File: src/rtl/cpm_skew_feeder.sv
// cpm_skew_feeder
//   Transmit-side feeder for the SYA/CPM array. Accepts whole row vectors
//   over a valid/ready handshake and launches each lane onto a diagonal
//   skew: lane i reaches its output i+1 cycles after the vector is accepted,
//   accompanied by a per-lane capture enable. A tile of CfgLen vectors is
//   fed, the skew is drained, and Done pulses for one cycle.
//
//   Optional build macro: CPM_FEED_STALL_EN adds the OutStall input, which
//   freezes the whole feeder (FSM, counters, skew pipes) while high.
//
// Ports
//   Clk      in   clock, rising edge
//   Rstn     in   asynchronous active-low reset
//   CfgVld   in   tile-start request
//   CfgRdy   out  high only in IDLE; start on CfgVld & CfgRdy
//   CfgLen   in   vectors in the tile, sampled at start
//   InVld    in   input vector valid
//   InRdy    out  feeder can accept a vector
//   InData   in   row vector, lane i = InData[i*DW +: DW]
//   OutStall in   (CPM_FEED_STALL_EN only) freeze request from downstream
//   OutEn    out  per-lane capture enable
//   OutData  out  per-lane data, lane i = OutData[i*DW +: DW]
//   Busy     out  FSM not in IDLE
//   Done     out  one-cycle pulse at tile completion
//
// state | meaning
// ------+------------------------------------------------------------
// IDLE  | waiting for a tile start, CfgRdy high
// FEED  | accepting vectors until len_r have been taken
// FLUSH | draining the skew so the last vector reaches lane NUM-1
// DONE  | tile finished; Done pulses on the way back to IDLE

module cpm_skew_feeder #(
  parameter int DW    = 8,
  parameter int NUM   = 4,
  parameter int LEN_W = 8
) (
  input  logic              Clk,
  input  logic              Rstn,
  input  logic              CfgVld,
  output logic              CfgRdy,
  input  logic [LEN_W-1:0]  CfgLen,
  input  logic              InVld,
  output logic              InRdy,
  input  logic [NUM*DW-1:0] InData,
`ifdef CPM_FEED_STALL_EN
  input  logic              OutStall,
`endif
  output logic [NUM-1:0]    OutEn,
  output logic [NUM*DW-1:0] OutData,
  output logic              Busy,
  output logic              Done
);

  localparam int FL_W = $clog2(NUM);

  typedef enum logic [1:0] {
    S_IDLE  = 2'd0,
    S_FEED  = 2'd1,
    S_FLUSH = 2'd2,
    S_DONE  = 2'd3
  } state_t;

  state_t           state;
  logic [LEN_W-1:0] len_r;
  logic [LEN_W-1:0] acc_cnt;
  logic [FL_W-1:0]  flush_cnt;
  logic             cfg_rdy_q;
  logic             in_rdy_q;
  logic             busy_q;
  logic             done_q;
  logic             adv;
  logic             start;
  logic             accept;
  logic [NUM-1:0]   en_last;

  // adv low freezes every piece of state except the Done pulse register,
  // which must not be stretched by a stall.
`ifdef CPM_FEED_STALL_EN
  assign adv = ~OutStall;
`else
  assign adv = 1'b1;
`endif

  assign CfgRdy  = cfg_rdy_q & adv;
  assign InRdy   = in_rdy_q & adv;
  assign Busy    = busy_q;
  assign Done    = done_q;
  assign OutEn   = en_last & {NUM{adv}};
  assign start   = CfgVld & CfgRdy;
  assign accept  = InVld & InRdy;

  always_ff @(posedge Clk or negedge Rstn) begin
    if (!Rstn) begin
      state     <= S_IDLE;
      len_r     <= '0;
      acc_cnt   <= '0;
      flush_cnt <= '0;
      cfg_rdy_q <= 1'b1;
      in_rdy_q  <= 1'b0;
      busy_q    <= 1'b0;
      done_q    <= 1'b0;
    end else begin
      done_q <= 1'b0;
      if (adv) begin
        case (state)
          S_IDLE: begin
            if (start) begin
              len_r     <= CfgLen;
              acc_cnt   <= '0;
              cfg_rdy_q <= 1'b0;
              busy_q    <= 1'b1;
              if (CfgLen != '0) begin
                state    <= S_FEED;
                in_rdy_q <= 1'b1;
              end else begin
                state <= S_DONE;
              end
            end
          end
          S_FEED: begin
            if (accept) begin
              acc_cnt <= acc_cnt + LEN_W'(1);
              // Compare against len_r-1 so a full-scale length never needs
              // acc_cnt to reach 2^LEN_W.
              if (acc_cnt == len_r - LEN_W'(1)) begin
                state     <= S_FLUSH;
                in_rdy_q  <= 1'b0;
                flush_cnt <= FL_W'(NUM - 2);
              end
            end
          end
          S_FLUSH: begin
            if (flush_cnt == '0) begin
              state <= S_DONE;
            end else begin
              flush_cnt <= flush_cnt - FL_W'(1);
            end
          end
          S_DONE: begin
            state     <= S_IDLE;
            done_q    <= 1'b1;
            cfg_rdy_q <= 1'b1;
            busy_q    <= 1'b0;
          end
          default: begin
            state     <= S_IDLE;
            cfg_rdy_q <= 1'b1;
            in_rdy_q  <= 1'b0;
            busy_q    <= 1'b0;
          end
        endcase
      end
    end
  end

  // Skew pipes: lane i has i+1 stages of {valid, data}. Each data stage only
  // loads when a valid element enters it, so the last stage (OutData) holds
  // its value across bubbles.
  for (genvar i = 0; i < NUM; i++) begin : g_lane
    logic [i:0]    vld_q;
    logic [i:0]    vin;
    logic [DW-1:0] dat_q [0:i];
    logic [DW-1:0] din   [0:i];

    assign vin[0] = accept;
    assign din[0] = InData[i*DW +: DW];
    for (genvar k = 1; k <= i; k++) begin : g_link
      assign vin[k] = vld_q[k-1];
      assign din[k] = dat_q[k-1];
    end

    always_ff @(posedge Clk or negedge Rstn) begin
      if (!Rstn) begin
        vld_q <= '0;
        for (int k = 0; k <= i; k++) dat_q[k] <= '0;
      end else if (adv) begin
        vld_q <= vin;
        for (int k = 0; k <= i; k++) begin
          if (vin[k]) dat_q[k] <= din[k];
        end
      end
    end

    assign en_last[i]          = vld_q[i];
    assign OutData[i*DW +: DW] = dat_q[i];
  end

endmodule

File: config.mk
export PLATFORM = sky130hd
export DESIGN_NAME = cpm_skew_feeder
export DESIGN_NICKNAME = d
export VERILOG_FILES = /design/src/rtl/cpm_skew_feeder.sv
export SDC_FILE = /design/constraint.sdc
export NUM_CORES = 1
export LEC_CHECK = 0
export CAP_MARGIN = 20
export CELL_PAD_IN_SITES_DETAIL_PLACEMENT = 2
export CELL_PAD_IN_SITES_GLOBAL_PLACEMENT = 2
export CORE_MARGIN = 5
export CORE_UTILIZATION = 32
export DETAILED_ROUTE_END_ITERATION = 10
export PLACE_DENSITY = 0.77
export SETUP_SLACK_MARGIN = 0.4
export SYNTH_ARGS = -nofsm -noshare
export SYNTH_HDL_FRONTEND = slang
export SYNTH_SLANG_ARGS = --single-unit
File: constraint.sdc
create_clock -name Clk -period 2.25 [get_ports Clk]
set_clock_uncertainty 0.15 [all_clocks]
set_input_delay 0.675 -clock Clk [delete_from_list [all_inputs] [get_ports Clk]]
set_output_delay 0.675 -clock Clk [all_outputs]
set_load 0.02 [all_outputs]
==> impl_metrics.tcl, run 1 <==
set metrics [dict create \
    dieWidth_um 131 \
    routed_wire_length_per_instance_um 19.2 \
    critical_path_peak_fanout 3 \
    post_cts_hold_buffer_count 0 \
    start_util_pct 32.5 \
    p_total_mw 3.86 \
    syn-num-nets 397 \
    finalSetupViolations 5 \
    drcViolationCount 0 \
    antenna_violating_nets_post_route 0 \
    reg_clk_slew_reported_paths_ps 70 \
    achievable_frequency_mhz 375 \
    synthDominantCellAreaShare_pct 57.2 \
    clkSinkCount 108 \
    mappedNetlistArea_um2 4680 \
    synthTopCellsByArea "sky130_fd_sc_hd__dfrtp_1, sky130_fd_sc_hd__mux2_2, sky130_fd_sc_hd__buf_4, sky130_fd_sc_hd__ha_1, sky130_fd_sc_hd__xor2_1" \
    startpoint_type "register" \
    post_synth_edffs 0 \
    cts_htree_levels 3 \
    worst_slew_pin_slew_ps 388 \
    first_pass_iters 6 \
    fp.dieArea_um2 17100 \
    clk_latency_ps 360 \
    via_count 3032 \
    timing.final.ws_setup_ps -417 \
    grt_setup_unrepaired "true" \
    cts-root-to-sink-buffers 2 \
    min_path_type "input pin to asynchronous set/reset pin" \
    pwr_density_cell_nw_per_um2 618 \
    fp.dieH_um 131 \
    synth_top_flop_cell "sky130_fd_sc_hd__dfrtp_1" \
    cts_buffer_count 9 \
    critical_path.cell_chain "inv_2 > ha_4 > nor3b_4 > xnor2_2 > o2111ai_2 > a2111o_1 > a222oi_1 > buf_4 > mux2i_1" \
    ys_seq_elements 108 \
    number_of_standard_cell_rows_in_the_floorplan 44 \
    run_status "finished, violations left" \
    critical_path_arrival_ps 2790 \
    fin_nets 499 \
    final_hold_viol_count 0 \
    avgViaCountPerCell 4.77 \
    ys_warn_count 0 \
    vdd.ir_drop.worst_v 0.000378 \
    period_needed_ps 2670 \
    grt.overflow.total 0 \
    pin_count_of_the_biggest_net_entering_global_routing 64 \
    placed_area_um2 5780 \
    failed_checks "setup timing" \
    gp_routability_congestion 0.723 \
    synth_sequential_area_ratio_pct 57.8 \
    wire_length_of_the_first_global_routing_pass_um 18600 \
    clock-root-buffer "sky130_fd_sc_hd__clkbuf_16" \
    grt_pass1_vias 3493 \
    post_synth_most_frequent_cells "sky130_fd_sc_hd__dfrtp_1, sky130_fd_sc_hd__mux2_2, sky130_fd_sc_hd__buf_4, sky130_fd_sc_hd__nor2_1, sky130_fd_sc_hd__inv_1" \
    dpl_worst_slack_ps -632 \
    grt_usage_pct 14.4 \
    timing.setup.critical_path_class "register to register" \
    antenna_violations_before_repair 0 \
    post_synth_inst_count 345 \
    dp.final_hpwl_um 7980 \
    total_leakage_power_nw 3.18 \
    slew_viol_final 0 \
    crit_path_end_kind "register" \
    synthDistinctLibCells 41 \
    synth_largest_area_cell "sky130_fd_sc_hd__dfrtp_1" \
    route.final.wire_length_um 12200 \
    synthArstFlopShare_pct 100 \
    num_antenna_cells 0 \
    cts_tree "done" \
    post-synth-top-count-cell "sky130_fd_sc_hd__dfrtp_1" \
    crit_slowest_cell "sky130_fd_sc_hd__a2111o_1" \
    dr.first_iter.drc_count 93 \
    drv.max_cap_violation_count 0 \
    timing.critical_path.slowest_cell_delay_ps 440 \
    place.port_buffers 83 \
    flow.area_growth_from_synthesis_pct 33.4 \
    synth.avg_cell_area_um2 13.6 \
    fp.coreArea_um2 14400 \
    io_pins 84 \
    finalInstanceArea_um2 6240 \
    final_core_utilization_pct 43.3 \
    slew_headroom_pct 73.4 \
    final.period_utilization_pct 119 \
    cp.required_ps 2370 \
    drive_gt1_share_pct 48.9 \
]
==> path summary, 6_finish.rpt <==
check / start / endpoint / slack, ps / cells after the start
max: len_r[1] / state[0] / -420 / 9
max in group asynchronous: Rstn / OutData[22] / 1480 / 2
min in group Clk: g_lane[1].dat_q[11] / OutData[11] / 350 / 1
max reg2reg: len_r[1] / state[0] / -420 / 9
min: Rstn / g_lane[3].dat_q[27] / 160 / 2
min reg2reg: g_lane[1].dat_q[11] / OutData[11] / 350 / 1
==> metrics by stage <==
| step | instances | setup TNS [ps] | hold WS, ps |
|---|---|---|---|
| global route | 636 | -1810 | 166 |
| detailed placement | 607 | -7320 | 340 |
| global placement | 607 | -5570 | 331 |
| CTS | 630 | -970 | 151 |
| finish | 636 | -1420 | 157 |
| floorplan | 345 | -353 | 223 |
==> per-layer routing <==
layer	global-route usage, %	share of wire, %	vias to the layer above
met1	17.1	41	1569
met4	4.42	1.1	0
met3	4.15	4.8	12
met5	0	0	-
met2	25.2	53	63
li1	-	-	1388
==> layout by cell type, fill, tap and decap left out, types with 2 or more instances in the layout <==
cell type,n
sky130_fd_sc_hd__bufinv_16,2
sky130_fd_sc_hd__ha_1,5
sky130_fd_sc_hd__xnor2_1,3
sky130_fd_sc_hd__inv_2,3
sky130_fd_sc_hd__clkdlybuf4s50_1,40
sky130_fd_sc_hd__nand3_2,2
sky130_fd_sc_hd__clkdlybuf4s15_2,7
sky130_fd_sc_hd__nor2_1,15
sky130_fd_sc_hd__clkbuf_16,9
sky130_fd_sc_hd__o21ai_0,5
sky130_fd_sc_hd__nor3_1,2
sky130_fd_sc_hd__buf_6,3
sky130_fd_sc_hd__inv_1,9
sky130_fd_sc_hd__buf_12,3
sky130_fd_sc_hd__xor2_1,9
sky130_fd_sc_hd__xnor2_2,2
sky130_fd_sc_hd__nor3_2,2
sky130_fd_sc_hd__clkbuf_8,2
sky130_fd_sc_hd__mux2i_1,4
sky130_fd_sc_hd__ha_4,3
sky130_fd_sc_hd__nor3b_1,2
sky130_fd_sc_hd__nand4_1,2
sky130_fd_sc_hd__dfrtp_1,106
sky130_fd_sc_hd__a221oi_2,2
sky130_fd_sc_hd__nand3_1,3
sky130_fd_sc_hd__nand2_1,7
sky130_fd_sc_hd__buf_2,32
sky130_fd_sc_hd__mux2_2,89
sky130_fd_sc_hd__buf_4,39
sky130_fd_sc_hd__or4_1,2
sky130_fd_sc_hd__and3_1,3
sky130_fd_sc_hd__a21oi_1,2
sky130_fd_sc_hd__dlygate4sd2_1,2
==> cell type report <==
cell class / instances / area (um^2)
inverters: 13 / 51.3
clock inverters: 4 / 80.1
flip-flops and latches: 108 / 2710
multi-input cells: 188 / 1840
fillers: 1428 / 8180
repair buffers: 127 / 1080
clock buffers: 12 / 256
well taps: 184 / 230
==> flip-flops by register name (all words and copies together) (netlist names) <==
register      count
Busy              1
CfgRdy            1
Done              1
InRdy             1
OutData          24
acc_cnt           8
flush_cnt         2
g_lane.dat_q     56
g_lane.vld_q      4
len_r             8
state             2
==> timing repair <==
| action | CTS | global route |
|---|---|---|
| pin swaps | 6 | 11 |
| hold endpoints to repair | 0 | 0 |
| gates cloned | 1 | 0 |
| setup endpoints to repair | 85 | 29 |
| resized for setup | 157 | 32 |
| setup buffers | 6 | 6 |
==> critical path, delay by kind of cell, from the launching register on <==
| kind | cells | cell delay, ps |
|---|---|---|
| mux | 1 | 190 |
| simple gates | 1 | 230 |
| compound gates | 3 | 960 |
| flops | 1 | 430 |
| buf+inv | 2 | 310 |
| fa+ha+maj | 1 | 150 |
| xor+xnor | 1 | 160 |
==> cells by family (layout without fill, tap and decap cells) <==
family                     count (synthesis)  in the layout  synth area share (%)
DFF                                      108            108                  57.8
muxes                                     93             93                  22.3
and+or+nand+nor                           51             51                  5.72
buffers and inverters                     49            156                  5.93
AOI/OAI and AO/OA                         22             22                  3.56
xor gates and xnor gates                  14             14                  2.62
adders and majority gates                  8              8                  2.14
==> report_power, final <==
part	internal, mW	switching (mW)	total [mW]
Combinational	0.0749	0.0579	0.133
Clock	1.05	0.736	1.78
Sequential	1.94	0	1.94
No activity file was read; power rests on OpenSTA's default activity.
==> inputs of run 2 (changes only) <==
--- a/config.mk
+++ b/config.mk
@@ -8,10 +8,10 @@
 export CAP_MARGIN = 20
 export CELL_PAD_IN_SITES_DETAIL_PLACEMENT = 2
 export CELL_PAD_IN_SITES_GLOBAL_PLACEMENT = 2
-export CORE_MARGIN = 5
+export CORE_MARGIN = 8
 export CORE_UTILIZATION = 32
 export DETAILED_ROUTE_END_ITERATION = 10
-export PLACE_DENSITY = 0.77
+export PLACE_DENSITY_LB_ADDON = 0.1
 export SETUP_SLACK_MARGIN = 0.4
 export SYNTH_ARGS = -nofsm -noshare
 export SYNTH_HDL_FRONTEND = slang
==> run 2 against run 1 <==
Against the previous run: the flow still finishes with violations (setup timing); critical endpoint is now state[1]; via count about the same; first-iteration DRC count up 15%; sequential power is essentially flat; clock power is 3% lower; sequential share of layout area is 0.78 points lower; register-to-register slack better by 260 ps; clock-buffer cell count fell by 2.
==> impl_metrics.tcl, run 2 (synthesized netlist as in run 1, its figures left out) <==
set metrics [dict create \
    run_status "finished, violations left" \
    failed_checks "setup timing" \
    wire_length_of_the_first_global_routing_pass_um 18900 \
    avgViaCountPerCell 4.71 \
    dr.first_iter.drc_count 107 \
    routed_wire_length_per_instance_um 18.5 \
    timing.rr.start "len_r[5]" \
    vdd.ir_drop.worst_v 0.000294 \
    number_of_buffer_and_inverter_stages_on_the_critical_path 1 \
    grt_setup_unrepaired "true" \
    layout.cells.most_common "sky130_fd_sc_hd__dfrtp_1" \
    worst_slew_pin_slew_ps 445 \
    placed_area_um2 5810 \
    power.share.clock_pct 45.3 \
    switching_share_pct 20.8 \
    fp.dieH_um 137 \
    grt_usage_pct 13.2 \
    worst_r2r_path_depth 7 \
    cts-root-to-sink-buffers 2 \
    clock-root-buffer "sky130_fd_sc_hd__clkbuf_16" \
    pwr_density_cell_nw_per_um2 598 \
    cp.required_ps 2370 \
    pin_count_of_the_biggest_net_entering_global_routing 30 \
    flow.area_growth_from_synthesis_pct 35.7 \
    total_switching_power_mw 0.790 \
    timing.critical_path.to "state[1]" \
    antenna_violations_before_repair 0 \
    final_core_utilization_pct 44.0 \
    layout.filler_cells 1461 \
    critical_path.cell_chain "or4_4 > nor2_4 > a221oi_2 > a2111o_1 > a222oi_1 > buf_4 > mux2i_1" \
    r2r_setup_slack_ps -160 \
    dp.final_hpwl_um 8080 \
    layout_common_cells "sky130_fd_sc_hd__dfrtp_1, sky130_fd_sc_hd__mux2_2, sky130_fd_sc_hd__buf_4" \
    finalSetupViolations 4 \
    final.period_utilization_pct 107 \
    fp.coreArea_um2 14400 \
    logic_pwr_share_pct 3.7 \
    number_of_standard_cell_rows_in_the_floorplan 44 \
    registers.top_by_ff_count "g_lane.dat_q" \
    clkSinkCount 108 \
    start_util_pct 32.5 \
    crit_slowest_cell "sky130_fd_sc_hd__or4_4" \
    fin_nets 507 \
    place.port_buffers 83 \
    timing.critical_path.slowest_cell_delay_ps 580 \
    min_path_type "input pin to asynchronous set/reset pin" \
    finalInstanceArea_um2 6350 \
    timing.critical_path.depth 7 \
    fp.dieArea_um2 18800 \
    largest_register_ffs 56 \
    worst_path_dominant_cell_family "compound AO/OA/AOI/OAI gates" \
    clk_latency_ps 350 \
    slew_viol_final 0 \
    first_pass_iters 5 \
    p_total_mw 3.80 \
    drv.max_cap_violation_count 0 \
    achievable_frequency_mhz 415 \
    via_count 3031 \
    antenna_violating_nets_post_route 0 \
    critical_path_arrival_ps 2530 \
    crit_path_end_kind "register" \
    internal_power_mw 3.01 \
    io_pins 84 \
    drcViolationCount 0 \
    gp_routability_congestion 0.785 \
    startpoint_type "register" \
    reg_clk_slew_reported_paths_ps 70 \
    route.final.wire_length_um 11900 \
    timing.final.ws_setup_ps -158 \
    critical_path_peak_fanout 3 \
    dieWidth_um 137 \
    reg2reg_to "state[1]" \
    drive_gt1_share_pct 49.3 \
    power.share.sequential_pct 51.1 \
    crit_start "len_r[5]" \
    period_needed_ps 2410 \
    post_cts_hold_buffer_count 0 \
    grt_pass1_vias 3488 \
    cts_buffer_count 9 \
    slew_headroom_pct 69.6 \
    cts_tree "done" \
    cts_htree_levels 3 \
    timing.setup.critical_path_class "register to register" \
    num_antenna_cells 0 \
    grt.overflow.total 0 \
    final_hold_viol_count 0 \
    total_leakage_power_nw 3.19 \
]
-- run 2: changes by cell type in the layout (fill, tap and decap cells not counted), moves of 2 or more --
cell                              delta
sky130_fd_sc_hd__buf_2              -10
sky130_fd_sc_hd__xnor2_1             +2
sky130_fd_sc_hd__buf_4               +6
sky130_fd_sc_hd__xnor2_2             -2
sky130_fd_sc_hd__clkbuf_8            -2
sky130_fd_sc_hd__buf_6               +2
sky130_fd_sc_hd__clkdlybuf4s15_2     +9
-- run 2: worst min path at each step --
| stage | depth (start not counted) | end | slack [ps] | from |
|---|---|---|---|---|
| 3_5_place_dp | 1 | g_lane[2].dat_q[11] | 340 | g_lane[2].dat_q[19] |
| 4_1_cts | 1 | OutData[26] | 140 | Rstn |
| 6_report | 1 | g_lane[3].dat_q[9] | 130 | Rstn |
| 5_1_grt | 1 | g_lane[3].vld_q[0] | 150 | Rstn |
| 2_1_floorplan | 0 | g_lane[3].vld_q[1] | 220 | g_lane[3].vld_q[0] |
| 3_3_place_gp | 1 | g_lane[3].dat_q[16] | 330 | g_lane[3].dat_q[24] |
-- run 2: per-stage QoR --
| stage | cells | setup TNS (ps) | hold WS, ps | setup slack [ps] |
|---|---|---|---|---|
| floorplan | 345 | -353 | 223 | -177 |
| global placement | 609 | -6980 | 329 | -502 |
| detailed placement | 609 | -7350 | 341 | -533 |
| CTS | 638 | -430 | 136 | -149 |
| global route | 644 | -1150 | 146 | -303 |
| finish | 644 | -534 | 130 | -158 |
-- run 2: final cells by class --
type	instances	area (um^2)	area share, %
inverters	13	48.8	0.768
multi-input cells	188	1830	28.8
clock inverters	6	96.3	1.52
well taps	184	230	3.62
repair buffers	135	1210	19.1
clock buffers	10	229	3.60
flip-flops and latches	108	2700	42.6
-- run 2: routing by layer --
layer	vias to the layer above	global-route usage (%)	routed length, um	part of all wire [%]
li1	1401	-	-	-
met1	1570	15.7	4940	41
met2	48	23.0	6380	53
met3	12	2.61	424	3.6
met4	0	5.25	190	1.6
met5	-	0	0	0
-- run 2: power by group through the flow --
stage	combinational (mW)	sequential (mW)	clock [mW]
global route	0.156	1.94	1.86
finish	0.139	1.94	1.72
CTS	0.145	1.94	1.79
detailed placement	0.145	1.98	0
global placement	0.142	1.98	0
floorplan	0.00354	1.98	0
-- run 2: timing repair --
| item | in CTS | in global routing |
|---|---|---|
| setup endpoints to repair | 85 | 31 |
| pin swaps | 10 | 9 |
| gates resized for setup | 149 | 30 |
| buffers inserted | 12 | 6 |
| gates cloned | 1 | 0 |
==> inputs of run 3 (changes only) <==
--- a/config.mk
+++ b/config.mk
@@ -5,11 +5,12 @@
 export SDC_FILE = /design/constraint.sdc
 export NUM_CORES = 1
 export LEC_CHECK = 0
-export CAP_MARGIN = 20
+export CAP_MARGIN = 30
 export CELL_PAD_IN_SITES_DETAIL_PLACEMENT = 2
 export CELL_PAD_IN_SITES_GLOBAL_PLACEMENT = 2
 export CORE_MARGIN = 8
-export CORE_UTILIZATION = 32
+export CORE_UTILIZATION = 36
+export CTS_CLUSTER_SIZE = 24
 export DETAILED_ROUTE_END_ITERATION = 10
 export PLACE_DENSITY_LB_ADDON = 0.1
 export SETUP_SLACK_MARGIN = 0.4
==> constraint.sdc (replaced) <==
create_clock -name Clk -period 2.6 [get_ports Clk]
set_clock_uncertainty 0.15 [all_clocks]
set_input_delay 0.78 -clock Clk [delete_from_list [all_inputs] [get_ports Clk]]
set_output_delay 0.78 -clock Clk [all_outputs]
set_load 0.02 [all_outputs]
==> run 3 against run 2 <==
Against the previous run: the run now ends clean; die area is 9.9% lower; clock-buffer cell count stayed put; non-clock buffer count is 33 lower; via count is 3.7% lower; sequential cell count stayed put; power is 19% lower; setup slack better by 240 ps; routed wire length is 9.1% lower; critical path depth stayed put; combinational power is 19% lower; register-to-register slack better by 240 ps; critical path type unchanged; critical endpoint is now state[0]; highest routed layer unchanged.
==> impl_metrics.tcl, run 3 (synthesized netlist as in run 1, its figures left out) <==
set metrics [dict create \
    antenna_violations_before_repair 0 \
    start_util_pct 36.9 \
    timing.setup.critical_path_class "register to register" \
    clock-root-buffer "sky130_fd_sc_hd__clkbuf_16" \
    reg_clk_slew_reported_paths_ps 70 \
    dpl.cell_count 581 \
    grt_pass1_vias 3389 \
    cts_htree_levels 3 \
    slew_viol_final 0 \
    crit_path_end_kind "register" \
    final.period_utilization_pct 96.7 \
    finalSetupViolations 0 \
    placed_area_um2 5660 \
    io_pins 84 \
    num_antenna_cells 0 \
    avgViaCountPerCell 4.88 \
    registers.top_by_ff_count "g_lane.dat_q" \
    dp.final_hpwl_um 7620 \
    cts_tree "done" \
    place.port_buffers 83 \
    pwr_density_cell_nw_per_um2 514 \
    period_needed_ps 2510 \
    final_core_utilization_pct 47.1 \
    final_hold_viol_count 0 \
    worst_path_dominant_cell_family "compound AO/OA/AOI/OAI gates" \
    drive_gt1_share_pct 35.0 \
    flow.area_growth_from_synthesis_pct 27.6 \
    vdd.ir_drop.worst_v 0.000271 \
    cts_buffer_count 9 \
    via_count 2918 \
    fp.dieArea_um2 16900 \
    timing.critical_path.slowest_cell_delay_ps 550 \
    run_status "finished clean" \
    antenna_violating_nets_post_route 0 \
    crit_slowest_cell "sky130_fd_sc_hd__or4_4" \
    drv.max_cap_violation_count 0 \
    min_path_type "input pin to asynchronous set/reset pin" \
    first_pass_iters 4 \
    fp.coreArea_um2 12700 \
    wire_length_of_the_first_global_routing_pass_um 17700 \
    critical_path.cell_chain "or4_4 > nor2_4 > a221oi_2 > a2111o_1 > a222oi_1 > buf_4 > mux2i_1" \
    grt_usage_pct 13.6 \
    largest_register_ffs 56 \
    routed_wire_length_per_instance_um 18.1 \
    finalInstanceArea_um2 5970 \
    sequential_cell_area_um2 2710 \
    cp.required_ps 2710 \
    cts-root-to-sink-buffers 2 \
    drcViolationCount 0 \
    fp.dieH_um 130 \
    startpoint_type "register" \
    critical_path_arrival_ps 2620 \
    gp_routability_congestion 0.719 \
    layout.filler_cells 1265 \
    fin_nets 474 \
    instances_no_fill 598 \
    dr.first_iter.drc_count 129 \
    pin_count_of_the_biggest_net_entering_global_routing 41 \
    slew_headroom_pct 64.7 \
    achievable_frequency_mhz 398 \
    critical_path_peak_fanout 3 \
    grt_setup_unrepaired "true" \
    layout_common_cells "sky130_fd_sc_hd__dfrtp_1, sky130_fd_sc_hd__mux2_2, sky130_fd_sc_hd__clkdlybuf4s50_1" \
    clkSinkCount 108 \
    number_of_standard_cell_rows_in_the_floorplan 41 \
    route.final.wire_length_um 10800 \
    grt.overflow.total 0 \
    clk_latency_ps 340 \
    total_leakage_power_nw 3.08 \
    dieWidth_um 130 \
    layout.cells.most_common "sky130_fd_sc_hd__dfrtp_1" \
    number_of_buffer_and_inverter_stages_on_the_critical_path 1 \
    multiInputGateArea_um2 1780 \
    worst_slew_pin_slew_ps 529 \
]
==> run 3: layer usage <==
layer	track usage [%]	vias to the layer above	wire length, um
li1	-	1336	-
met1	16.7	1519	4720
met2	22.7	53	5440
met3	3.55	10	538
met4	4.71	0	143
met5	0	-	0
==> run 3: final timing paths <==
| kind | start | to | slack (ps) | cells past startpoint |
|---|---|---|---|---|
| max | len_r[3] | state[0] | 90 | 7 |
| min | Rstn | len_r[7] | 270 | 1 |
| max reg2reg | len_r[3] | state[0] | 90 | 7 |
| min reg2reg | g_lane[3].dat_q[25] | g_lane[3].dat_q[17] | 350 | 1 |
| max in group asynchronous | Rstn | OutData[18] | 1440 | 2 |
| min in group Clk | g_lane[3].dat_q[25] | g_lane[3].dat_q[17] | 350 | 1 |
==> run 3: final cells by class <==
type,instances,area share (%)
Sequential cell,108,45.3
Multi-Input combinational cell,188,29.9
Timing Repair Buffer,102,15.8
Clock buffer,10,4.00
Tap cell,172,3.60
Inverter,13,0.817
Clock inverter,5,0.587
==> run 3: metrics by stage <==
stage | hold WS (ps) | setup WS, ps | total power [mW] | setup TNS [ps]
floorplan | 223 | 173 | 1.72 | 0
global placement | 331 | -265 | 1.83 | -1270
detailed placement | 339 | -366 | 1.83 | -2020
CTS | 279 | 115 | 3.12 | 0
global route | 299 | -14.8 | 3.18 | -21.0
finish | 269 | 85.6 | 3.07 | 0
==> run 3: timing repair <==
| item | in CTS | in global routing |
|---|---|---|
| cloned | 0 | 0 |
| pin swaps | 9 | 1 |
| gates resized for setup | 54 | 8 |
| endpoints found under the setup margin | 52 | 11 |
| hold buffers | 0 | 0 |
| buffers inserted | 2 | 0 |
| hold endpoints to repair | 0 | 0 |
==> run 3: power breakdown <==
| part | leakage, nW | internal, mW | total (mW) | switching (mW) |
|---|---|---|---|---|
| logic | 1.47 | 0.0640 | 0.112 | 0.0483 |
| clock network | 0.135 | 0.674 | 1.28 | 0.602 |
| registers | 1.48 | 1.68 | 1.68 | 0 |
